===== src/rtl/game_constants_pkg.sv =====
// Shared round-sequencing types and game-wide default constants.
package game_constants_pkg;

  localparam int DEFAULT_WIN_SCORE             = 7;
  localparam int DEFAULT_SERVE_DELAY_IN_CLOCKS = 10000;
  localparam int DEFAULT_POINT_PAUSE_IN_CLOCKS = 5000;

  typedef enum logic [2:0] {
    IDLE      = 3'd0,
    SERVE     = 3'd1,
    PLAY      = 3'd2,
    PAUSED    = 3'd3,
    POINT     = 3'd4,
    GAME_OVER = 3'd5
  } round_state_t;

  // Moore output pair {ball_hold, play_enable} for each round state.
  function automatic logic [1:0] hold_enable(input round_state_t s);
    case (s)
      IDLE:      hold_enable = 2'b10;
      SERVE:     hold_enable = 2'b11;
      PLAY:      hold_enable = 2'b01;
      PAUSED:    hold_enable = 2'b00;
      POINT:     hold_enable = 2'b10;
      GAME_OVER: hold_enable = 2'b10;
      default:   hold_enable = 2'b10;
    endcase
  endfunction

endpackage


===== src/rtl/round_delay_timer.sv =====
// Free-running cycle counter for timed round states; done flags the last
// cycle of a hold of `length` cycles measured from the most recent clear.
module round_delay_timer #(
  parameter int CW = 14
) (
  input  logic          clk,
  input  logic          rst,
  input  logic          clear,
  input  logic [CW-1:0] length,
  output logic          done
);

  logic [CW-1:0] count;

  // Count up from zero after every clear; synchronous active-low reset.
  always_ff @(posedge clk) begin
    if (!rst)       count <= '0;
    else if (clear) count <= '0;
    else            count <= count + CW'(1);
  end

  assign done = (count == (length - CW'(1)));

endmodule


===== src/rtl/pong_round_sequencer.sv =====
// Round sequencer for a two-player pong game: serve hold, play, pause,
// point pause and game-over, with score keeping. The current FSM state is
// exported on `state` for observation.
module pong_round_sequencer
  import game_constants_pkg::*;
#(
  parameter int TOTAL_WIDTH           = 640,
  parameter int BALL_SIDE_SIZE        = 8,
  parameter int WIN_SCORE             = DEFAULT_WIN_SCORE,
  parameter int SERVE_DELAY_IN_CLOCKS = DEFAULT_SERVE_DELAY_IN_CLOCKS,
  parameter int POINT_PAUSE_IN_CLOCKS = DEFAULT_POINT_PAUSE_IN_CLOCKS
) (
  input  logic                                 clk,
  input  logic                                 rst,
  input  logic                                 start,
  input  logic [$clog2(TOTAL_WIDTH+1):0]       ball_pos_x,
  output logic                                 ball_hold,
  output logic                                 play_enable,
  output logic                                 serve_dir,
  output logic [$clog2(WIN_SCORE+1)-1:0]       score_1,
  output logic [$clog2(WIN_SCORE+1)-1:0]       score_2,
  output logic                                 point_pulse,
  output logic                                 game_over,
  output logic                                 winner,
  output round_state_t                         state
);

  localparam int XW   = $clog2(TOTAL_WIDTH+1) + 1;
  localparam int SW   = $clog2(WIN_SCORE+1);
  localparam int MAXD = (SERVE_DELAY_IN_CLOCKS > POINT_PAUSE_IN_CLOCKS) ?
                        SERVE_DELAY_IN_CLOCKS : POINT_PAUSE_IN_CLOCKS;
  localparam int CW   = $clog2(MAXD+1);

  localparam logic [XW-1:0] RIGHT_MISS_X = XW'(TOTAL_WIDTH - BALL_SIDE_SIZE);
  localparam logic [SW-1:0] WIN          = SW'(WIN_SCORE);
  localparam logic [CW-1:0] SERVE_LEN    = CW'(SERVE_DELAY_IN_CLOCKS);
  localparam logic [CW-1:0] POINT_LEN    = CW'(POINT_PAUSE_IN_CLOCKS);

  logic          start_q;
  logic          start_armed;   // start seen low since reset; blocks a held button
  logic          start_edge;
  logic          left_miss;
  logic          right_miss;
  logic          timer_clear;
  logic          timer_done;
  logic [CW-1:0] timer_len;

  assign start_edge = start & ~start_q & start_armed;
  assign left_miss  = (ball_pos_x == '0);
  assign right_miss = (ball_pos_x >= RIGHT_MISS_X);

  // Timer runs only in timed states; it is held at zero elsewhere and wraps
  // to zero on done, so every entry into SERVE or POINT starts from zero.
  always_comb begin
    timer_len   = SERVE_LEN;
    timer_clear = 1'b1;
    if (state == POINT) timer_len = POINT_LEN;
    if (state == SERVE || state == POINT) timer_clear = timer_done;
  end

  round_delay_timer #(.CW(CW)) u_timer (
    .clk    (clk),
    .rst    (rst),
    .clear  (timer_clear),
    .length (timer_len),
    .done   (timer_done)
  );

  // Round FSM; every output is registered and updated with the state.
  always_ff @(posedge clk) begin
    if (!rst) begin
      state       <= IDLE;
      score_1     <= '0;
      score_2     <= '0;
      serve_dir   <= 1'b1;
      point_pulse <= 1'b0;
      game_over   <= 1'b0;
      winner      <= 1'b0;
      ball_hold   <= 1'b1;
      play_enable <= 1'b0;
      start_q     <= 1'b0;
      start_armed <= 1'b0;
    end else begin
      start_q     <= start;
      start_armed <= start_armed | ~start;
      point_pulse <= 1'b0;
      case (state)
        IDLE: begin
          if (start_edge) begin
            state                    <= SERVE;
            {ball_hold, play_enable} <= hold_enable(SERVE);
            score_1                  <= '0;
            score_2                  <= '0;
          end
        end
        SERVE: begin
          if (timer_done) begin
            state                    <= PLAY;
            {ball_hold, play_enable} <= hold_enable(PLAY);
          end
        end
        PLAY: begin
          // A miss outranks a simultaneous start edge; left outranks right.
          if (left_miss) begin
            state                    <= POINT;
            {ball_hold, play_enable} <= hold_enable(POINT);
            point_pulse              <= 1'b1;
            serve_dir                <= 1'b0;
            if (score_2 != WIN) score_2 <= score_2 + SW'(1);
          end else if (right_miss) begin
            state                    <= POINT;
            {ball_hold, play_enable} <= hold_enable(POINT);
            point_pulse              <= 1'b1;
            serve_dir                <= 1'b1;
            if (score_1 != WIN) score_1 <= score_1 + SW'(1);
          end else if (start_edge) begin
            state                    <= PAUSED;
            {ball_hold, play_enable} <= hold_enable(PAUSED);
          end
        end
        PAUSED: begin
          if (start_edge) begin
            state                    <= PLAY;
            {ball_hold, play_enable} <= hold_enable(PLAY);
          end
        end
        POINT: begin
          if (timer_done) begin
            if (score_1 == WIN || score_2 == WIN) begin
              state                    <= GAME_OVER;
              {ball_hold, play_enable} <= hold_enable(GAME_OVER);
              game_over                <= 1'b1;
              winner                   <= (score_2 == WIN);
            end else begin
              state                    <= SERVE;
              {ball_hold, play_enable} <= hold_enable(SERVE);
            end
          end
        end
        GAME_OVER: begin
          if (start_edge) begin
            state                    <= SERVE;
            {ball_hold, play_enable} <= hold_enable(SERVE);
            game_over                <= 1'b0;
            score_1                  <= '0;
            score_2                  <= '0;
          end
        end
        default: begin
          state                    <= IDLE;
          {ball_hold, play_enable} <= hold_enable(IDLE);
        end
      endcase
    end
  end

endmodule


===== config.mk =====
export PLATFORM = sky130hd
export DESIGN_NAME = pong_round_sequencer
export DESIGN_NICKNAME = d
export VERILOG_FILES = /design/src/rtl/game_constants_pkg.sv /design/src/rtl/round_delay_timer.sv /design/src/rtl/pong_round_sequencer.sv
export SDC_FILE = /design/constraint.sdc
export NUM_CORES = 1
export LEC_CHECK = 0
export CAP_MARGIN = 20
export CORE_UTILIZATION = 52
export DETAILED_ROUTE_END_ITERATION = 6
export PLACE_DENSITY = 0.91
export SLEW_MARGIN = 10
export SYNTH_ARGS = -nofsm -noshare
export SYNTH_HDL_FRONTEND = slang
export SYNTH_SLANG_ARGS = --single-unit

===== constraint.sdc =====
create_clock -name clk -period 2.1 [get_ports clk]
set_input_delay 0.21 -clock clk [delete_from_list [all_inputs] [get_ports clk]]
set_output_delay 0.21 -clock clk [all_outputs]
set_load 0.01 [all_outputs]

==> summary.md <==
| Metric | Value |
|---|---|
| Synth Area in Adders | 0.0386 |
| VDD IR max | 0.481 mV |
| Die area | 0.00335 mm^2 |
| PostCTS Resize Cnt | 0 |
| Psw | 263 uW |
| Commonest non-fill, non-tap cell in the layout | dfxtp_1 |
| Worst-path clk slew | 0.09 ns |
| Seq cells post-synth | 31 |
| Cell Int Power | 797 uW |
| Max-cap violations | 0 |
| Gr ovfl total | 0 |
| Area Growth Syn to Fin | 25.1% |
| Vias in the first global route | 1,342 |
| Startpoint Class | flop |
| Hold Path Class | flop to flop |
| P_leak | 0.705 nW |
| Register area share after synthesis | 0.382 |
| Routed wire length | 3.40 mm |
| Syn nets | 210 |
| Avg WL per Cell | 13.1 um |
| Initial core utilization | 0.569 |
| Netlist cell types | 48 |
| Chip Width | 57.9 um |
| Syn_area_per_cell | 8.50 um^2 |
| Cell row count | 19 |
| Crit. End Element | flop |
| Critical Path RT | 2.33 ns |
| Area of the multi-input gates | 937 um^2 |
| R2r worst-path depth | 6 |
| Total Power Consumption | 1.06 mW |
| Largest family of logic cells by synthesized area | simple AND/OR/NAND/NOR gates |
| Setup violations, final | 0 |
| Switching Fraction | 0.248 |
| Gate power share | 0.116 |
| Slowest stage delay, CP | 0.38 ns |
| Die height | 57.9 um |
| Delay-heaviest family, CP | simple AND/OR/NAND/NOR gates |
| First-pass DRT Iterations | 6 |
| Critical Path Stages | 6 |
| Fmax achieved | 0.507 GHz |
| Synth Cell Area | 0.00162 mm^2 |
| Worst R2R Setup Slack | 0.13 ns |
| Worst-Skew Late Latency | 0.33 ns |
| Worst-margin pin slew | 0.340 ns |
| Pin count of the biggest net entering global routing | 16 |
| Post-synth EDFFs | 0 |
| Yosys top cell area share | 0.382 |
| Detailed placer's ending HPWL | 2.56 mm |
| DP Area | 0.00196 mm^2 |
| Asr flop ratio synth | 0 |
| First DRT Iteration DRCs | 58 |
| Max Root-Sink Buffers | 2 |
| # DRC | 5 |
| Post-route ant nets | 0 |
| Seq. cell area | 621 um^2 |
| Critical Path, Cell by Cell | or3b_1 > or3_4 > mux2_2 > o2111ai_4 > buf_12 > nor2_1 |
| CTS tree | done |
| Tcrit/Tclk final | 0.939 |
| Clk pwr share | 0.310 |
| Vias | 1,455 |
| Antenna cells | 0 |
| Fin crit period | 1.97 ns |
| Fin. max-slew vios | 0 |
| First-pass GRT wire length | 5.75 mm |
| Mux cell area share after synthesis | 0.0254 |
| Total core area | 0.00285 mm^2 |
| Status | finished with violations |
| RSZ-0062 raised after global routing | no |
| DR vias/cell | 5.62 |
| Root buf cell | clkbuf_4 |
| GRT Total Usage | 0.226 |
| Final instance area | 0.00203 mm^2 |
| Port Buf Inserts | 28 |
| Synth warn | 0 |
| Buf+Inv Stages, Crit Path | 1 |
| CP max stage cell | dfxtp_1 |
| Most used DFF post-synth | dfxtp_1 |
| Commonest cells after routing, fill and taps aside | dfxtp_1 (31), clkdlybuf4s50_1 (28), nor2_1 (22) |
| Top-Level Pins | 29 |
| Crit path max fanout | 13 |
| Synth top area cells | dfxtp_1 (38%), nor2_1 (5.1%), xnor2_1 (4.9%), nand2_1 (4.2%), ha_1 (3.9%) |
| Post-synth top area cell | dfxtp_1 |
| Post-Synth Simple-Gate Area | 0.308 |
| CTS buffer count | 5 |
| RD Place Congestion | 0.831 |
| Final hold vios | 0 |
| Flop pwr share | 0.574 |
| Clock Sinks | 31 |
| Post-synthesis compound-gate area fraction | 0.141 |
| Final Net Count | 246 |
| Failing checks | DRC |
| Power per Cell Area | 522 mW/mm^2 |
| Layout cells sized above 1 | 0.0921 |
| Worst setup path category | flop to flop |
| Slew headroom | 0.771 |
| Fin Clk Skew | 0.00411 ns |
| Xor/xnor cell area share of the yosys netlist | 0.0648 |
| Gate Count Post-Synth | 191 |
| Worst hold path stage count | 1 |
| Fillers | 228 |
| Worst Path Arrival | 2.20 ns |
| H-tree depth | 2 |
| Initial antenna violation count | 0 |
| Setup_tns | 0 ns |
| Number of hold-repair buffers added at the cts stage | 0 |
-- final cells by class --
type,instances,area share
Multi-Input combinational cell,145,0.462
Sequential cell,31,0.306
Tap cell,31,0.0191
Clock inverter,1,0.00247
Clock buffer,7,0.0222
Inverter,8,0.0148
Timing Repair Buffer,36,0.174
-- Yosys cell counts (2+ instances only) --
library cell / count
dfxtp_1: 31
nor2_1: 22
nand2_1: 18
o21ai_0: 11
nand3_1: 10
xnor2_1: 9
inv_1: 8
a21oi_1: 5
and2_1: 5
clkbuf_1: 5
ha_1: 5
nor3_1: 5
nor4_1: 4
or3_1: 4
a21boi_0: 3
mux2i_1: 3
nor3b_1: 3
xor2_1: 3
and3_1: 2
nand3b_1: 2
nand4_1: 2
nand4bb_1: 2
nor2b_1: 2
o31a_1: 2
or2_2: 2
-- final timing paths --
| kind | start | endpoint |
|---|---|---|
| max reg2reg | u_timer.count[7]$_SDFF_PP0_ | u_timer.count[2]$_SDFF_PP0_ |
| min reg2reg | u_timer.count[0]$_SDFF_PP0_ | u_timer.count[0]$_SDFF_PP0_ |
| max | u_timer.count[7]$_SDFF_PP0_ | u_timer.count[2]$_SDFF_PP0_ |
| min | u_timer.count[0]$_SDFF_PP0_ | u_timer.count[0]$_SDFF_PP0_ |
-- power groups by stage --
| stage | clock (mW) | combinational [mW] | sequential [mW] |
|---|---|---|---|
| after global placement | 0 | 0.116 | 0.622 |
| final | 0.328 | 0.123 | 0.608 |
| after CTS | 0.338 | 0.119 | 0.608 |
| after floorplan | 0 | 0.0600 | 0.623 |
| after global routing | 0.368 | 0.135 | 0.610 |
| after detailed placement | 0 | 0.118 | 0.622 |
-- routing by layer --
layer | global-route usage | part of all wire | vias to the layer above
li1 | - | - | 747
met1 | 0.259 | 0.44 | 662
met2 | 0.376 | 0.47 | 38
met3 | 0.0759 | 0.064 | 8
met4 | 0.112 | 0.021 | 0
met5 | 0 | 0 | -
-- through the flow --
stage	hold WS, ns	cells	worst slack [ns]	util
floorplan	0.316	191	0.231	-
CTS	0.478	258	0.0577	0.704
global route	0.505	259	0.00624	0.711
finish	0.471	259	0.128	0.711
detailed placement	0.457	250	0.0320	0.687
global placement	0.445	250	0.0674	0.687
-- kinds of logic after synthesis --
family	after synthesis
simple gates	92
compound gates	32
mux	4
flops	31
fa+ha+maj	5
buf+inv	15
xor+xnor	12
-- flip-flops by register name, summed over array words and instances (netlist names) --
signal and cells:
point_pulse 1, state 3, play_enable 1, start_q 1
winner 1, ball_hold 1, u_timer.count 14, serve_dir 1
score_2 3, start_armed 1, game_over 1, score_1 3
-- timing repair --
item	4_1_cts	5_1_grt
setup buffers	0	1
endpoints found under the hold margin	0	0
endpoints found under the setup margin	0	11
No activity file was read; power rests on OpenSTA's default activity.
